==> src/rtl/uart_arb_pkg.sv <==
// uart_arb_pkg -- shared constants for the UART transmit arbiter.
//   NREQ_DEF / DATA_W_DEF : default requester count and byte width
//   ST_IDLE / ST_SEND / ST_HOLD : FSM state encoding
//   owner_w()  : width of a requester index (at least 1 bit)
//   OWNER_W    : owner index width for the default requester count
package uart_arb_pkg;

  localparam int NREQ_DEF   = 4;
  localparam int DATA_W_DEF = 8;

  localparam logic [1:0] ST_IDLE = 2'd0;
  localparam logic [1:0] ST_SEND = 2'd1;
  localparam logic [1:0] ST_HOLD = 2'd2;

  function automatic int owner_w(input int n);
    return (n > 1) ? $clog2(n) : 1;
  endfunction

  localparam int OWNER_W = owner_w(NREQ_DEF);

endpackage

==> src/rtl/uart_arb_rr_pick.sv <==
// uart_arb_rr_pick -- combinational round-robin selector.
//   req         : per-requester pending bits
//   pointer     : index of the last granted requester
//   grant_valid : at least one request is pending
//   grant_idx   : first pending index searching upward from pointer+1,
//                 wrapping around modulo NREQ
module uart_arb_rr_pick
  import uart_arb_pkg::*;
#(
  parameter int NREQ = NREQ_DEF,
  localparam int OW  = owner_w(NREQ)
) (
  input  logic [NREQ-1:0] req,
  input  logic [OW-1:0]   pointer,
  output logic            grant_valid,
  output logic [OW-1:0]   grant_idx
);

  // Walk the candidates from farthest to nearest so the nearest pending
  // requester after the pointer is the last one written and therefore wins.
  always_comb begin
    logic [OW-1:0] idx;
    grant_valid = 1'b0;
    grant_idx   = '0;
    idx         = '0;
    for (int i = NREQ; i >= 1; i--) begin
      idx = OW'((int'(pointer) + i) % NREQ);
      if (req[idx]) begin
        grant_valid = 1'b1;
        grant_idx   = idx;
      end else begin
        grant_idx   = grant_idx;
      end
    end
  end

endmodule

==> src/rtl/uart_tx_arbiter.sv <==
// uart_tx_arbiter -- round-robin arbiter sharing one UART transmitter
// between NREQ byte sources. All outputs are registered.
//   clk, reset        : clock, synchronous active-high reset
//   req / req_data    : per-requester pending flag and byte
//   ack / done        : one-hot pulses on byte acceptance / completion
//   owner, busy       : current/last granted index, arbiter not idle
//   tx_start, tx_data : transmitter start pulse and byte
//   tx_busy, tx_end   : transmitter busy level and finished pulse
//   lock              : per-requester hold request; present only when
//                       the macro UART_ARB_LOCK_EN is defined, which
//                       also enables the HOLD state
module uart_tx_arbiter
  import uart_arb_pkg::*;
#(
  parameter int NREQ   = NREQ_DEF,
  parameter int DATA_W = DATA_W_DEF,
  localparam int OW    = owner_w(NREQ)
) (
  input  logic                   clk,
  input  logic                   reset,
  input  logic [NREQ-1:0]        req,
  input  logic [NREQ*DATA_W-1:0] req_data,
  output logic [NREQ-1:0]        ack,
  output logic [NREQ-1:0]        done,
  output logic [OW-1:0]          owner,
  output logic                   busy,
  output logic                   tx_start,
  output logic [DATA_W-1:0]      tx_data,
  input  logic                   tx_busy,
`ifdef UART_ARB_LOCK_EN
  input  logic [NREQ-1:0]        lock,
`endif
  input  logic                   tx_end
);

  logic [1:0]        state_q, state_d;
  logic [OW-1:0]     last_q, last_d;     // round-robin pointer
  logic [OW-1:0]     owner_q, owner_d;
  logic [NREQ-1:0]   ack_q, ack_d;
  logic [NREQ-1:0]   done_q, done_d;
  logic              busy_q, busy_d;
  logic              tx_start_q, tx_start_d;
  logic [DATA_W-1:0] tx_data_q, tx_data_d;

  logic              pick_valid;
  logic [OW-1:0]     pick_idx;

  uart_arb_rr_pick #(.NREQ(NREQ)) u_pick (
    .req         (req),
    .pointer     (last_q),
    .grant_valid (pick_valid),
    .grant_idx   (pick_idx)
  );

  // Next-state and next-output logic; pulses default low every cycle.
  always_comb begin
    state_d    = state_q;
    last_d     = last_q;
    owner_d    = owner_q;
    tx_data_d  = tx_data_q;
    tx_start_d = 1'b0;
    ack_d      = '0;
    done_d     = '0;
    case (state_q)
      ST_IDLE: begin
        if (pick_valid && !tx_busy) begin
          tx_start_d      = 1'b1;
          tx_data_d       = req_data[pick_idx*DATA_W +: DATA_W];
          ack_d[pick_idx] = 1'b1;
          owner_d         = pick_idx;
          last_d          = pick_idx;
          state_d         = ST_SEND;
        end else begin
          state_d         = ST_IDLE;
        end
      end
      ST_SEND: begin
        // req/req_data are deliberately not looked at while a byte is out.
        if (tx_end) begin
          done_d[owner_q] = 1'b1;
          tx_data_d       = '0;
`ifdef UART_ARB_LOCK_EN
          state_d         = lock[owner_q] ? ST_HOLD : ST_IDLE;
`else
          state_d         = ST_IDLE;
`endif
        end else begin
          state_d         = ST_SEND;
        end
      end
`ifdef UART_ARB_LOCK_EN
      ST_HOLD: begin
        // Releasing the lock takes a cycle of its own; no grant alongside.
        if (!lock[owner_q]) begin
          state_d        = ST_IDLE;
        end else if (req[owner_q] && !tx_busy) begin
          tx_start_d     = 1'b1;
          tx_data_d      = req_data[owner_q*DATA_W +: DATA_W];
          ack_d[owner_q] = 1'b1;
          last_d         = owner_q;
          state_d        = ST_SEND;
        end else begin
          state_d        = ST_HOLD;
        end
      end
`endif
      default: begin
        state_d = ST_IDLE;
      end
    endcase
    busy_d = (state_d != ST_IDLE);
  end

  // State and output registers; reset points the pointer at NREQ-1 so
  // requester 0 is searched first.
  always_ff @(posedge clk) begin
    if (reset) begin
      state_q    <= ST_IDLE;
      last_q     <= OW'(NREQ - 1);
      owner_q    <= '0;
      ack_q      <= '0;
      done_q     <= '0;
      busy_q     <= 1'b0;
      tx_start_q <= 1'b0;
      tx_data_q  <= '0;
    end else begin
      state_q    <= state_d;
      last_q     <= last_d;
      owner_q    <= owner_d;
      ack_q      <= ack_d;
      done_q     <= done_d;
      busy_q     <= busy_d;
      tx_start_q <= tx_start_d;
      tx_data_q  <= tx_data_d;
    end
  end

  assign ack      = ack_q;
  assign done     = done_q;
  assign owner    = owner_q;
  assign busy     = busy_q;
  assign tx_start = tx_start_q;
  assign tx_data  = tx_data_q;

endmodule

==> config.mk <==
export PLATFORM = sky130hd
export DESIGN_NAME = uart_tx_arbiter
export DESIGN_NICKNAME = d
export VERILOG_FILES = /design/src/rtl/uart_arb_pkg.sv /design/src/rtl/uart_arb_rr_pick.sv /design/src/rtl/uart_tx_arbiter.sv
export SDC_FILE = /design/constraint.sdc
export NUM_CORES = 1
export LEC_CHECK = 0
export BUFFER_PORTS_ARGS = -buffer_cell sky130_fd_sc_hd__buf_2
export CORE_UTILIZATION = 44
export DETAILED_ROUTE_END_ITERATION = 6
export PLACE_DENSITY = 0.74
export SKIP_CTS_REPAIR_TIMING = 1
export SYNTH_ARGS = -nofsm -noshare
export SYNTH_HDL_FRONTEND = slang
export SYNTH_SLANG_ARGS = --single-unit
export TNS_END_PERCENT = 30
==> constraint.sdc <==
create_clock -name clk -period 1.9 [get_ports clk]
set_clock_uncertainty 0.1 [all_clocks]
set_input_delay 0.38 -clock clk [delete_from_list [all_inputs] [get_ports clk]]
set_output_delay 0.38 -clock clk [all_outputs]
set_load 0.01 [all_outputs]
==> impl_metrics.toml, run 1 <==
[timing]
setup_ws_ps = 101
max_slew.worst_pin.slew_ps = 638
fmax_ghz = 0.556
setup_viol = 0
fin_setup_tns_ps = 0
slew_violations = 0
whs_ps = 263
max_slew_margin_pct = 57.2
hold_violations = 0
final.period_utilization_pct = 94.7
finalCriticalPeriod_ps = 1800

[clock_tree]
cts.sinks = 22
clk_pin_slew_ps = 110
cts_buffer_depth = 2
cts_tree = "built"
htreeDepth = 1
clock_latency_ps = 300
root_buffer = "clkbuf_4"
cts_buffers = 3

[placement]
pre_cts_ws_ps = -43.0
finalWeightedCongestion = 0.791
hpwl_um = 2300
placed_area_um2 = 1510
dpl.cell_count = 216
port_buffers = 59

[power_and_ir_drop]
p_per_area_nw_per_um2 = 659
swShare_pct = 30.0
internal_power_mw = 0.715
switching_power_mw = 0.307
p_leak_nw = 0.750
p_seq_share_pct = 50.7
pwr-share-comb_pct = 29.2
ir_drop_v = 0.000453
clockPowerShare_pct = 20.1

[finish]
antenna_cells = 0
fin_area_um2 = 1550
final_common_cell = "buf_2"
area_delta_synth_final_pct = 36.4
final-instance-count-excl-fill = 221
nets = 233
layout_common_cells = "buf_2, dfxtp_1, nand2_1"
drive_above_1_share_pct = 46.6

[yosys]
async_flop_share_pct = 0
synthCells = 124
ys_types = 36
synth_edf_count = 0
synth_seq_cells = 22
syn_area_um2 = 1140
synth-main-ff-cell = "dfxtp_1"
ys.warnings.count = 0
syn_nets = 164
avgSynthCellArea_um2 = 9.17
ys_seq_area_share_pct = 38.7

[setup_path]
worst-path-buf-inv = 0
slowest_delay_ps = 480
path_class = "register to register"
slowest_stage = "dfxtp_1"
cp-end-kind = "register"
crit_chain = "or3b_4, a211oi_2, a21bo_2, o211ai_1"
cp.required_ps = 2030
cp-start-kind = "register"
crit_family = "compound AO/OA/AOI/OAI gates"
worstPathArrival_ps = 1930
cp_max_fo = 7

[die]
placementRows = 18
fp.dieH_um = 52.8
dieArea_um2 = 2790
dieWidth_um = 52.8
core_area_um2 = 2450
start_util_pct = 46.3
num_io_pins = 60

[status]
status = "finished clean"

[flow_run]
drv_cap = 0

[detailed_routing]
viasPerCell = 5.67
drc = 0
initialDrtViolationCount = 37
via_count = 1253
wire_per_inst_um = 14.1
routed_wl_um = 3120
ant_nets = 0
drt_first_pass_iters = 4

[grt]
antenna_found_initial = 0
grtUsageTotal_pct = 22.6
grt_pass1_wl_um = 4690
grt_pass1_vias = 1102
grt_max_degree = 12
grt_overflow = 0

[worst_hold_path]
hold_class = "primary input to register"
-- routing by layer --
| layer | wire length [um] | vias up | GRT usage, % |
|---|---|---|---|
| li1 | - | 597 | - |
| met1 | 1270 | 581 | 29.8 |
| met3 | 209 | 11 | 4.06 |
| met4 | 60 | 0 | 5.26 |
| met5 | 0 | - | 0 |
| met2 | 1580 | 64 | 37.8 |
-- kinds of logic after synthesis --
kind of cell,after synthesis,share of synthesized area (%)
AO/OA/AOI/OAI,36,25.7
flip-flops,22,38.7
AND/OR/NAND/NOR,52,26.0
multiplexers,8,7.04
buffers and inverters,6,2.53
-- synth_stat cells, drive strengths merged, types with 2 or more instances --
| master | count | area, um2 |
|---|---|---|
| o21a | 2 | 15.0 |
| dfxtp | 22 | 440 |
| mux2i | 8 | 80.1 |
| a21bo | 8 | 80.1 |
| o21ai | 2 | 10.0 |
| and2 | 4 | 27.5 |
| nor2b | 2 | 20.0 |
| o31ai | 8 | 60.1 |
| nor2 | 11 | 41.3 |
| o211ai | 8 | 60.1 |
| nand4 | 8 | 50.1 |
| buf | 4 | 20.0 |
| clkbuf | 2 | 8.75 |
| nand2b | 3 | 18.8 |
| a21oi | 4 | 23.8 |
| nand2 | 15 | 58.8 |
| nor3 | 2 | 15.0 |
-- final cells by class --
class	instances	area, um2
tap	30	37.5
clock buffer	3	22.5
multi-input combinational	97	681
sequential	22	440
timing repair buffer	69	370
fill	222	903
-- worst min-delay path: stages --
cell and delay, ps:
buf_2 80, nand2b_1 90, a21oi_1 70
-- metrics by stage --
step	total power [mW]	util, %
2_1_floorplan	0.698	-
6_report	1.02	63.2
3_3_place_gp	0.807	61.5
4_1_cts	1.02	62.4
3_5_place_dp	0.815	61.5
5_1_grt	1.08	63.2
-- power groups by stage --
| stage | sequential [mW] | combinational (mW) | clock (mW) |
|---|---|---|---|
| after floorplan | 0.537 | 0.162 | 0 |
| after global placement | 0.526 | 0.282 | 0 |
| after detailed placement | 0.528 | 0.287 | 0 |
| after CTS | 0.518 | 0.288 | 0.214 |
| after global routing | 0.522 | 0.325 | 0.233 |
| final | 0.518 | 0.299 | 0.206 |
-- path summary, 6_finish.rpt --
check | end | cells past startpoint | slack (ps) | start
worst max register to register | tx_data[7]$_SDFFE_PP0P_ | 4 | 100 | last_q[1]$_SDFFE_PP1P_
worst min-delay path | busy$_SDFF_PP0_ | 3 | 260 | tx_end
worst max-delay path | tx_data[7]$_SDFFE_PP0P_ | 4 | 100 | last_q[1]$_SDFFE_PP1P_
worst min register to register | tx_data[4]$_SDFFE_PP0P_ | 2 | 400 | tx_data[4]$_SDFFE_PP0P_
-- registers in the layout, indices dropped and copies added (netlist names) --
register  count
ack           4
busy          1
done          4
tx_data       8
owner         2
tx_start      1
last_q        2
No activity file was read; power rests on OpenSTA's default activity.
==> run 2, diff against run 1 <==
Settings changed: CORE_ASPECT_RATIO set to 1.25.
==> impl_metrics.toml, run 2 (synthesis results as in run 1) <==
[grt]
grt_pass1_wl_um = 4530
antenna_found_initial = 0
grt_overflow = 0
grtUsageTotal_pct = 22.9
grt_max_degree = 14
grt_pass1_vias = 1060

[setup_path]
path_class = "register to register"
regToRegSetupSlack_ps = 100
r2r_start = "last_q[1]$_SDFFE_PP1P_"
cp.required_ps = 2050
cp-end-kind = "register"
slowest_stage = "dfxtp_1"
rr_endpoint = "tx_data[7]$_SDFFE_PP0P_"
slowest_delay_ps = 470
worstPathArrival_ps = 1940
crit_chain = "or3b_4, a211oi_4, a21bo_2, o211ai_1"
r2r_cells = 4
cp-start-kind = "register"
cp_max_fo = 9

[finish]
post-route-util_pct = 64.1
largest_register_ffs = 8
fin_area_um2 = 1570
nets = 232
fill_cells = 240
drive_above_1_share_pct = 46.6
final_common_cell = "buf_2"
multiInputGateArea_um2 = 668
layout_common_cells = "buf_2, dfxtp_1, nand2_1"
antenna_cells = 0
regArea_um2 = 440
area_delta_synth_final_pct = 38.3
final-instance-count-excl-fill = 224

[timing]
max_slew_margin_pct = 74.9
rsz0062_at_grt = "no"
fin_setup_tns_ps = 0
slew_violations = 0
setup_viol = 0
whs_ps = 230
finalCriticalPeriod_ps = 1800
final.period_utilization_pct = 94.6
max_slew.worst_pin.slew_ps = 376
fmax_ghz = 0.556
hold_violations = 0

[detailed_routing]
routed_wl_um = 2870
wire_per_inst_um = 12.8
drc = 0
viasPerCell = 5.34
drt_first_pass_iters = 4
via_count = 1197
ant_nets = 0
initialDrtViolationCount = 31

[clock_tree]
cts_buffers = 3
cts_buffer_depth = 2
cts.sinks = 22
cts_tree = "built"
root_buffer = "clkbuf_4"
clock_latency_ps = 320
htreeDepth = 1
clk_pin_slew_ps = 130

[power_and_ir_drop]
swShare_pct = 27.3
p_per_area_nw_per_um2 = 746
p_leak_nw = 0.762
p_seq_share_pct = 44.0
clockPowerShare_pct = 31.2
pwr-share-comb_pct = 24.8
switching_power_mw = 0.320
internal_power_mw = 0.854
ir_drop_v = 0.000578

[worst_hold_path]
hold_path_depth = 3
hold_class = "primary input to register"
holdPathEnd = "busy$_SDFF_PP0_"
hp-start = "tx_end"

[flow_run]
drv_cap = 0

[status]
status = "finished clean"

[placement]
dpl.cell_count = 220
port_buffers = 59
placed_area_um2 = 1520
finalWeightedCongestion = 0.804
hpwl_um = 2250

[die]
num_io_pins = 60
fp.dieH_um = 58.8
start_util_pct = 46.4
dieArea_um2 = 2790
placementRows = 20
dieWidth_um = 47.5
core_area_um2 = 2450
run 2: cell types whose count changed in the layout (fill, tap and decap cells not counted), sizes merged:
cell    before  now
bufinv       0    1
a211oi       2    1
run 2: how the worst max path moves through the flow:
| stage | from | slack [ps] | cells past startpoint | end |
|---|---|---|---|---|
| floorplan | req[2] | 210 | 5 | tx_data[0]$_SDFFE_PP0P_ |
| global route | last_q[1]$_SDFFE_PP1P_ | 20 | 4 | tx_data[2]$_SDFFE_PP0P_ |
| finish | last_q[1]$_SDFFE_PP1P_ | 100 | 4 | tx_data[7]$_SDFFE_PP0P_ |
| global placement | req[3] | 4 | 6 | tx_data[0]$_SDFFE_PP0P_ |
| CTS | last_q[1]$_SDFFE_PP1P_ | 100 | 4 | tx_data[7]$_SDFFE_PP0P_ |
| detailed placement | req[3] | -40 | 6 | tx_data[0]$_SDFFE_PP0P_ |
run 2: area by class of cell:
class                   count  area share, %
flip-flops and latches     22           28.0
repair buffers             69           23.5
multi-input cells          96           42.5
clock inverters             1           1.91
clock buffers               3           1.43
well taps                  33           2.63
run 2: critical path, delay by kind of cell, from the launching register on:
kind / cells / cell delay [ps]
compound gates: 3 / 730
flops: 1 / 470
simple gates: 1 / 430
run 2: layer usage:
metal | global-route usage, % | vias up | wire length [um] | share of wire (%)
met5 | 0 | - | 0 | 0
met3 | 4.29 | 5 | 222 | 7.7
met1 | 28.8 | 536 | 1200 | 42
li1 | - | 594 | - | -
met2 | 37.0 | 62 | 1400 | 49
met4 | 9.80 | 0 | 51 | 1.8
run 2: per-stage QoR:
step	setup WS (ps)	total power, mW
floorplan	208	0.698
global placement	3.51	0.809
detailed placement	-40.4	0.817
CTS	98.7	1.18
global route	22.7	1.23
finish	102	1.17
run 2: power groups by stage:
| stage | sequential [mW] | clock [mW] | combinational [mW] |
|---|---|---|---|
| 2_1_floorplan | 0.537 | 0 | 0.162 |
| 3_3_place_gp | 0.527 | 0 | 0.282 |
| 4_1_cts | 0.517 | 0.372 | 0.292 |
| 3_5_place_dp | 0.527 | 0 | 0.290 |
| 6_report | 0.517 | 0.366 | 0.291 |
| 5_1_grt | 0.522 | 0.393 | 0.318 |
